===== src/rtl/riscv_wb_pkg.sv =====
// Shared encodings for the RISC-V writeback stage: result sources, load funct3 codes and FSM states.
// Latency: n/a (definitions only).
// Backpressure: n/a.
package riscv_wb_pkg;

    // Result source select carried with each writeback request
    localparam logic [1:0] WB_SRC_ALU = 2'b00;
    localparam logic [1:0] WB_SRC_MEM = 2'b01;
    localparam logic [1:0] WB_SRC_PC4 = 2'b10;
    localparam logic [1:0] WB_SRC_IMM = 2'b11;

    // Load funct3 encodings (RV32I)
    localparam logic [2:0] F3_LB  = 3'b000;
    localparam logic [2:0] F3_LH  = 3'b001;
    localparam logic [2:0] F3_LW  = 3'b010;
    localparam logic [2:0] F3_LBU = 3'b100;
    localparam logic [2:0] F3_LHU = 3'b101;

    typedef enum logic [1:0] {
        IDLE     = 2'd0,
        WAIT_MEM = 2'd1,
        WRITE    = 2'd2
    } wb_state_t;

endpackage


===== src/rtl/wb_load_align.sv =====
// Load lane extraction and sign/zero extension; flags illegal funct3 and misaligned offsets.
// Latency: combinational.
// Backpressure: none (pure function of its inputs).
module wb_load_align
    import riscv_wb_pkg::*;
#(
    parameter int XLEN = 32
) (
    input  logic [2:0]      i_funct3,
    input  logic [1:0]      i_offset,
    input  logic [XLEN-1:0] i_word,
    output logic [XLEN-1:0] o_data,
    output logic            o_illegal
);

    logic [7:0]  w_byte;
    logic [15:0] w_half;

    // Pick the addressed byte and halfword lanes out of the aligned word
    always_comb begin
        w_byte = i_word[7:0];
        case (i_offset)
            2'd0:    w_byte = i_word[7:0];
            2'd1:    w_byte = i_word[15:8];
            2'd2:    w_byte = i_word[23:16];
            default: w_byte = i_word[31:24];
        endcase
        w_half = i_offset[1] ? i_word[31:16] : i_word[15:0];
    end

    // Extend the selected lane and classify the access
    always_comb begin
        o_data    = i_word;
        o_illegal = 1'b0;
        case (i_funct3)
            F3_LB:  o_data = {{(XLEN-8){w_byte[7]}}, w_byte};
            F3_LBU: o_data = {{(XLEN-8){1'b0}}, w_byte};
            F3_LH: begin
                o_data    = {{(XLEN-16){w_half[15]}}, w_half};
                o_illegal = i_offset[0];
            end
            F3_LHU: begin
                o_data    = {{(XLEN-16){1'b0}}, w_half};
                o_illegal = i_offset[0];
            end
            F3_LW: begin
                o_data    = i_word;
                o_illegal = (i_offset != 2'd0);
            end
            default: o_illegal = 1'b1;
        endcase
    end

endmodule


===== src/rtl/riscv_writeback_unit.sv =====
// Final multicycle stage: selects ALU/MEM/PC+4/IMM result, aligns loads, drives one regfile write per request.
// Latency: non-MEM write 1 cycle after accept; MEM write 1 cycle after first memValid; accepts every 2nd cycle at best.
// Backpressure: issueReady high only in IDLE; requester holds issueValid. Optional macro WB_MEM_TIMEOUT_EN bounds WAIT_MEM.
module riscv_writeback_unit
    import riscv_wb_pkg::*;
#(
    parameter int XLEN           = 32,
    parameter int TIMEOUT_CYCLES = 255
) (
    input  logic            clk,
    input  logic            rst_n,
    input  logic            issueValid,
    output logic            issueReady,
    input  logic [1:0]      issueSrc,
    input  logic [4:0]      issueRd,
    input  logic [2:0]      issueFunct3,
    input  logic [1:0]      issueOffset,
    input  logic [XLEN-1:0] aluResult,
    input  logic [XLEN-1:0] pcPlus4,
    input  logic [XLEN-1:0] immVal,
    input  logic            memValid,
    input  logic [XLEN-1:0] memRdata,
    output logic            wrEn,
    output logic [4:0]      wrAddr,
    output logic [XLEN-1:0] wrData,
    output logic            done,
    output logic            err
);

    wb_state_t       r_state;
    logic [4:0]      r_rd;
    logic [2:0]      r_funct3;
    logic [1:0]      r_offset;
    logic            r_wrEn;
    logic [4:0]      r_wrAddr;
    logic [XLEN-1:0] r_wrData;
    logic            r_done;
    logic            r_err;

    logic [XLEN-1:0] w_operand;
    logic [2:0]      w_al_funct3;
    logic [1:0]      w_al_offset;
    logic [XLEN-1:0] w_load_data;
    logic            w_load_illegal;
    logic            w_timeout;

    // Non-load operand chosen by the source code presented at issue
    always_comb begin
        w_operand = aluResult;
        case (issueSrc)
            WB_SRC_PC4: w_operand = pcPlus4;
            WB_SRC_IMM: w_operand = immVal;
            default:    w_operand = aluResult;
        endcase
    end

    // In IDLE the aligner screens the incoming request; afterwards it works on the latched load type
    always_comb begin
        w_al_funct3 = (r_state == IDLE) ? issueFunct3 : r_funct3;
        w_al_offset = (r_state == IDLE) ? issueOffset : r_offset;
    end

    wb_load_align #(
        .XLEN(XLEN)
    ) u_align (
        .i_funct3  (w_al_funct3),
        .i_offset  (w_al_offset),
        .i_word    (memRdata),
        .o_data    (w_load_data),
        .o_illegal (w_load_illegal)
    );

`ifdef WB_MEM_TIMEOUT_EN
    localparam int CNT_W = (TIMEOUT_CYCLES > 1) ? $clog2(TIMEOUT_CYCLES + 1) : 1;
    localparam logic [CNT_W-1:0] CNT_LAST = CNT_W'(TIMEOUT_CYCLES - 1);

    logic [CNT_W-1:0] r_cnt;

    // Count WAIT_MEM cycles; held at zero outside WAIT_MEM so every entry starts fresh
    always_ff @(posedge clk or negedge rst_n) begin
        if (!rst_n) begin
            r_cnt <= '0;
        end else if (r_state == WAIT_MEM) begin
            r_cnt <= r_cnt + 1'b1;
        end else begin
            r_cnt <= '0;
        end
    end

    // Last permitted WAIT_MEM cycle; memValid in this same cycle still takes priority
    assign w_timeout = (r_state == WAIT_MEM) && (r_cnt == CNT_LAST);
`else
    // Without the timeout WAIT_MEM never expires; the expression is constant false
    assign w_timeout = (TIMEOUT_CYCLES < 0);
`endif

    // Control FSM with registered write-port, done and err outputs
    always_ff @(posedge clk or negedge rst_n) begin
        if (!rst_n) begin
            r_state  <= IDLE;
            r_rd     <= '0;
            r_funct3 <= '0;
            r_offset <= '0;
            r_wrEn   <= 1'b0;
            r_wrAddr <= '0;
            r_wrData <= '0;
            r_done   <= 1'b0;
            r_err    <= 1'b0;
        end else begin
            r_wrEn <= 1'b0;
            r_done <= 1'b0;
            r_err  <= 1'b0;
            case (r_state)
                IDLE: begin
                    if (issueValid) begin
                        r_rd     <= issueRd;
                        r_funct3 <= issueFunct3;
                        r_offset <= issueOffset;
                        if (issueSrc == WB_SRC_MEM) begin
                            if (w_load_illegal) begin
                                // Rejected at issue: retire with err, never wait on memory
                                r_err   <= 1'b1;
                                r_done  <= 1'b1;
                                r_state <= WRITE;
                            end else begin
                                r_state <= WAIT_MEM;
                            end
                        end else begin
                            r_done  <= 1'b1;
                            r_state <= WRITE;
                            // x0 is hardwired zero: retire without touching the port
                            if (issueRd != 5'd0) begin
                                r_wrEn   <= 1'b1;
                                r_wrAddr <= issueRd;
                                r_wrData <= w_operand;
                            end
                        end
                    end
                end
                WAIT_MEM: begin
                    if (memValid) begin
                        r_done  <= 1'b1;
                        r_state <= WRITE;
                        if (r_rd != 5'd0) begin
                            r_wrEn   <= 1'b1;
                            r_wrAddr <= r_rd;
                            r_wrData <= w_load_data;
                        end
                    end else if (w_timeout) begin
                        r_err   <= 1'b1;
                        r_done  <= 1'b1;
                        r_state <= WRITE;
                    end
                end
                WRITE: begin
                    r_state <= IDLE;
                end
                default: begin
                    r_state <= IDLE;
                end
            endcase
        end
    end

    assign issueReady = (r_state == IDLE);
    assign wrEn       = r_wrEn;
    assign wrAddr     = r_wrAddr;
    assign wrData     = r_wrData;
    assign done       = r_done;
    assign err        = r_err;

endmodule


===== config.mk =====
export PLATFORM = sky130hd
export DESIGN_NAME = riscv_writeback_unit
export DESIGN_NICKNAME = d
export VERILOG_FILES = /design/src/rtl/riscv_wb_pkg.sv /design/src/rtl/wb_load_align.sv /design/src/rtl/riscv_writeback_unit.sv
export SDC_FILE = /design/constraint.sdc
export NUM_CORES = 1
export LEC_CHECK = 0
export ABC_AREA = 1
export CAP_MARGIN = 5
export CORE_MARGIN = 5
export CORE_UTILIZATION = 36
export DETAILED_ROUTE_END_ITERATION = 12
export PLACE_DENSITY = 0.76
export SYNTH_ARGS = -nofsm -noshare
export SYNTH_HDL_FRONTEND = slang
export SYNTH_SLANG_ARGS = --single-unit

===== constraint.sdc =====
create_clock -name clk -period 1.42 [get_ports clk]
set_input_delay 0.355 -clock clk [delete_from_list [all_inputs] [get_ports clk]]
set_output_delay 0.355 -clock clk [all_outputs]
set_load 0.01 [all_outputs]

==> results of run 1 <==
-- metal layers --
metal  share of wire, %  routed length (um)  GRT usage, %  vias up
li1                   -                   -             -     2399
met1                 38                6400          30.0     2357
met4                3.7                 623          9.57        0
met2                 49                8170          41.0      273
met5                  0                   0             0        -
met3                9.1                1520          5.49       48
-- cell type report --
class / instances / area, um^2
fillers: 825 / 3340
repair buffers: 259 / 2640
well taps: 136 / 170
inverters: 52 / 205
flip-flops and latches: 52 / 1300
clock inverters: 3 / 25.0
multi-input cells: 467 / 2480
clock buffers: 5 / 68.8
-- cell usage after synthesis, drive strengths merged --
cell and count:
o22ai 7, nor2 61, nand3 40, a31oi 6, buf 20, nor3 1, o31ai 1, a221oi 17
dfrtp 52, clkbuf 14, nand2 269, inv 51, a21oi 16, o21ai 39, clkinv 1, nand4 9
-- placed cells by master, fill, tap and decap left out, types with 4 or more instances in the layout --
master	count
nor2_2	12
nand4_1	9
a21oi_2	10
nand3_1	20
dlygate4sd2_1	40
buf_6	9
nand3_2	19
clkbuf_8	5
inv_4	4
buf_4	46
clkdlybuf4s50_1	142
inv_1	46
nand2_1	240
o22ai_1	7
o21ai_0	26
buf_12	13
o21ai_1	6
o21ai_2	5
nand2_4	13
nor2_1	46
a21oi_1	4
nand2_2	17
dfrtp_1	52
a221oi_1	16
-- state kept, by name, summed over array words and instances (netlist names) --
name      flops
wrData       32
r_rd          5
wrAddr        5
r_funct3      3
r_offset      2
r_state       2
done          1
err           1
wrEn          1
-- cells by family after synthesis --
group,synth area share [%]
DFF,34.8
and+or+nand+nor,41.3
AOI/OAI and AO/OA,13.9
buffers and inverters,10.0
-- worst max-delay path by stage --
| stage | to | slack, ns | from | depth (start not counted) |
|---|---|---|---|---|
| finish | wrData[29] | -0.39 | r_state[0] | 13 |
| global route | wrData[29] | -0.50 | r_state[0] | 13 |
| CTS | wrData[4] | -0.31 | r_state[1] | 11 |
| detailed placement | wrData[19] | -0.60 | issueSrc[0] | 11 |
| global placement | wrData[30] | -0.59 | issueSrc[0] | 11 |
| floorplan | wrData[10] | -0.06 | r_state[0] | 11 |
-- per-stage QoR --
stage	setup TNS [ns]	power, uW
after global routing	-17.33	8950
after CTS	-10.75	7770
after global placement	-22.14	6640
after floorplan	-1.89	4370
after detailed placement	-22.21	6720
final	-14.48	8440
-- timing repair --
action	CTS	global route
cloned	1	4
hold buffers	1	0
resized for setup	110	65
pin swaps	15	25
buffers inserted	13	9
hold endpoints to repair	12	0
endpoints found under the setup margin	83	45
-- power by group --
part	leakage, uW	internal [uW]	switching [uW]
logic	0.00269	2410	2700
clock network	0.0000452	362	569
registers	0.000634	2050	350
-- critical path, stage by stage (launching register included) --
cell and delay [ns]:
dfrtp_1 0.41, nor2_2 0.15, buf_12 0.14, buf_8 0.12, nand2_1 0.07, nand3_2 0.10, nand3_2 0.11, nand3_4 0.11
nand2_4 0.07, buf_12 0.13, buf_16 0.15, nand3_2 0.08, nand2_1 0.06, nand2_1 0.06
==> metrics.txt, run 1 <==
DR WL/cell=around 17 um; Ys Warns=0; final WL=roughly 17000 um; dpl cell area=~6100 um^2; Yosys reg bits=52; Post-Layout Cell Count=~970; CP Class=reg -> reg; cell count after synthesis=around 600; Avg Cell Area, Syn=6.19 um^2; # H-tree levels=2; clock transition at the registers of the reported paths=0.11 ns; clock sink count=52; dpl ws=-0.601 ns; clk buf depth=2; Core Region=between 10000 and 15000 um^2; global-route usage over all layers=24.3%; Initial Util=between 30 and 40%; CTS Buf Count=5; total I/O pin count=between 150 and 200; Syn Std Cell Area=roughly 3700 um^2; Worst slew margin=between 70% and 80%; skew final=about 0.013 ns; Final setup viols=43; P per Cell Area=approximately 1200 nW/um^2; antenna-violating nets left=0; gr ovfl total=0; cell depth of the worst flop-to-flop path=13; port bufs=between 150 and 200; syn nets=748; failing checks=setup timing; die area=approximately 13000 um^2; RSZ-0062 raised after global routing=yes; area fraction of the dominant cell type after synthesis=34.8%; vias in the first global route=5079; final hold violation count=0; die width=112 um; CTS Root Cell=clkbuf_8; Critical R2R Launch=r_state[0]; DRT iter0 DRCs=359; Nets=981; fraction of layout cells with a size suffix above 1=21.5%; total number of vias=a little over 5000; Final Cycle Share=128%; flop2flop setup slack=-0.39 ns; clock latency at the later pin of the worst-skew pair=~0.31 ns; P_leak=between 0.003 and 0.004 uW; slew of the pin with the lowest slew margin=approximately 0.38 ns; initial antenna violation count=0; worst path required time=~1.7 ns; status=complete, but fails checks; Max Cap Violations=0; drt drc=0; hpwl dp=about 12000 um; unique cell type count in the Yosys netlist=24; first-pass GRT wire length=approximately 25000 um; maximum vdd drop=approximately 600 uV; critical path fanouts, max=12; Synth area leader=dfrtp_1; RePlAce Congestion=0.914; Hold Crit Class=in -> async; Final Max Tran Viols=0; post-synthesis sequential area ratio=34.8%; Diodes inserted=0; drt pass-1 iters=8; CTS tree=built; CP arrival=approximately 2.1 ns; num rows=37; hold_ws=0.480 ns; Die Height=approximately 110 um; synth-to-layout area growth=84.2%; dpl cells=~940; reg-to-reg endpoint=wrData[29]; critical path startpoint category=flip-flop; Final Cell Area=a little under 7000 um^2; CP endpoint kind=flip-flop; Final Worst Setup Slack=-0.394 ns; largest net degree at the start of global routing=39; ranking of synthesized cells by area=dfrtp_1, nand2_1, nor2_1, nand3_1, inv_1; Max Clk Rate=around 0.55 GHz; Avg Vias per Cell=roughly 5.2; post-layout min period=1.81 ns; Core Util, Final=around 67%
Power figures use the tool's default switching activity.
==> run 2: changes to the inputs <==
--- a/config.mk
+++ b/config.mk
@@ -8,9 +8,10 @@
 export ABC_AREA = 1
 export CAP_MARGIN = 5
 export CORE_MARGIN = 5
-export CORE_UTILIZATION = 36
+export CORE_UTILIZATION = 37
 export DETAILED_ROUTE_END_ITERATION = 12
-export PLACE_DENSITY = 0.76
+export PLACE_DENSITY = 0.78
+export REMOVE_ABC_BUFFERS = 1
 export SYNTH_ARGS = -nofsm -noshare
 export SYNTH_HDL_FRONTEND = slang
 export SYNTH_SLANG_ARGS = --single-unit
==> run 2 against run 1 <==
Clock power increased by 17%. Utilization decreased by 1.6 points. The run still ends with setup timing left. Critical path type unchanged. Hold slack got worse by 0.44 ns.
==> metrics.txt, run 2 (synthesis gave the netlist of run 1 again) <==
worst path cell trace=nor2_4 > buf_4 > nand2_1 > o21ai_2 > nand3_1 > nand3_2 > nand2_4 > clkbuf_16 > nand3_1 > nand2_1 > nand2_1; gr ovfl total=0; Final Cycle Share=118%; initial antenna violation count=0; Max Clk Rate=~0.6 GHz; drt drc=0; DRT iter0 DRCs=around 270; Worst slew margin=roughly four fifths; final hold violation count=0; clock sink count=52; drt pass-1 iters=5; CP most frequent cell=nand2_1; clk buf depth=2; Nets=roughly 960; CP endpoint kind=flip-flop; post-layout min period=~1.7 ns; critical path startpoint category=flip-flop; largest stage delay on the critical path=approximately 0.42 ns; Diodes inserted=0; Core Region=9820 um^2; P per Cell Area=between 1000 and 1500 nW/um^2; port bufs=roughly 180; hpwl dp=11300 um; global-route usage over all layers=a little under a quarter; CP Class=reg -> reg; Final setup viols=43; final WL=~15000 um; worst path required time=about 1.7 ns; CTS tree=built; Initial Util=a little under two fifths; hold-fix buffers at CTS=0; hold_ws=between 0.03 and 0.04 ns; synth-to-layout area growth=72.6%; first-pass GRT wire length=between 20000 and 25000 um; Final Worst Setup Slack=-0.251 ns; num rows=36; die width=between 100 and 150 um; Hold Crit Class=in -> async; Max Cap Violations=0; die area=12200 um^2; most frequent cells in the layout=nand2_1, clkdlybuf4s50_1, nor2_1, dfrtp_1, inv_1; antenna-violating nets left=0; clock latency at the later pin of the worst-skew pair=slightly above 0.3 ns; DR WL/cell=between 15 and 20 um; slew of the pin with the lowest slew margin=about 0.31 ns; skew final=between 0.01 and 0.015 ns; Largest register FFs=32; total number of vias=between 4000 and 5000; CTS Buf Count=5; RePlAce Congestion=~1.0; final setup TNS=-8.80 ns; slowest library cell on the worst path=dfrtp_1; clock transition at the registers of the reported paths=around 0.1 ns; largest net degree at the start of global routing=53; total I/O pin count=between 150 and 200; Die Height=approximately 110 um; failing checks=setup timing; leading cell type in the layout, fill and taps excluded=nand2_1; CP arrival=1.93 ns; CTS Root Cell=clkbuf_8; maximum vdd drop=approximately 530 uV; vias in the first global route=approximately 4900; RSZ-0062 raised after global routing=yes; Final Max Tran Viols=0; fraction of layout cells with a size suffix above 1=approximately 14%; Avg Vias per Cell=slightly above 5; critical path fanouts, max=7; status=complete, but fails checks; P_leak=between 0.003 and 0.004 uW; # H-tree levels=2
run 2: critical path, delay by kind of cell, from the launching register on:
kind	cells	cell delay, ns
AO/OA/AOI/OAI	1	0.11
flip-flops	1	0.42
AND/OR/NAND/NOR	8	0.75
buffers and inverters	2	0.32
run 2: area by class of cell:
cell class	count	area (um^2)
fillers	884	3370
clock inverters	2	38.8
repair buffers	236	2410
multi-input cells	466	2250
inverters	52	204
clock buffers	6	82.6
flip-flops and latches	52	1300
well taps	133	166
run 2: repair_timing:
item | CTS | global route
resized for setup | 70 | 36
endpoints found under the setup margin | 84 | 48
pin swaps | 7 | 4
gates cloned | 1 | 3
setup buffers | 3 | 1
run 2: worst paths after layout:
kind	from	endpoint	slack, ns	depth (start not counted)
setup reg to reg	r_state[0]	wrData[27]	-0.25	11
max in group asynchronous	rst_n	wrData[22]	1.14	2
setup / recovery	r_state[0]	wrData[27]	-0.25	11
min in group clk	issueRd[3]	wrAddr[3]	0.35	3
hold reg to reg	wrData[12]	wrData[12]	0.48	2
hold / removal	rst_n	wrAddr[0]	0.04	2
run 2: routing by layer:
metal	GRT usage [%]	share of wire (%)
met1	28.1	41
met2	41.8	50
met3	5.53	6.9
met4	6.57	2.0
met5	0	0
run 2: through the flow:
stage | setup slack, ns | cell area, um^2 | utilization [%] | power [uW] | instances
after floorplan | -2.13 | 3560 | - | 4180 | 570
after global placement | -0.497 | 6030 | 61.4 | 6570 | 931
after detailed placement | -0.552 | 6030 | 61.4 | 6670 | 931
after CTS | -0.238 | 6230 | 63.4 | 7620 | 943
after global routing | -0.368 | 6450 | 65.7 | 8440 | 947
final | -0.251 | 6450 | 65.7 | 7870 | 947
run 2: power by group:
group          switching, uW  total [uW]  leakage, uW  internal (uW)
sequential               328        2380     0.000634           2050
clock                    513        1090    0.0000614            577
combinational           2340        4400      0.00254           2060
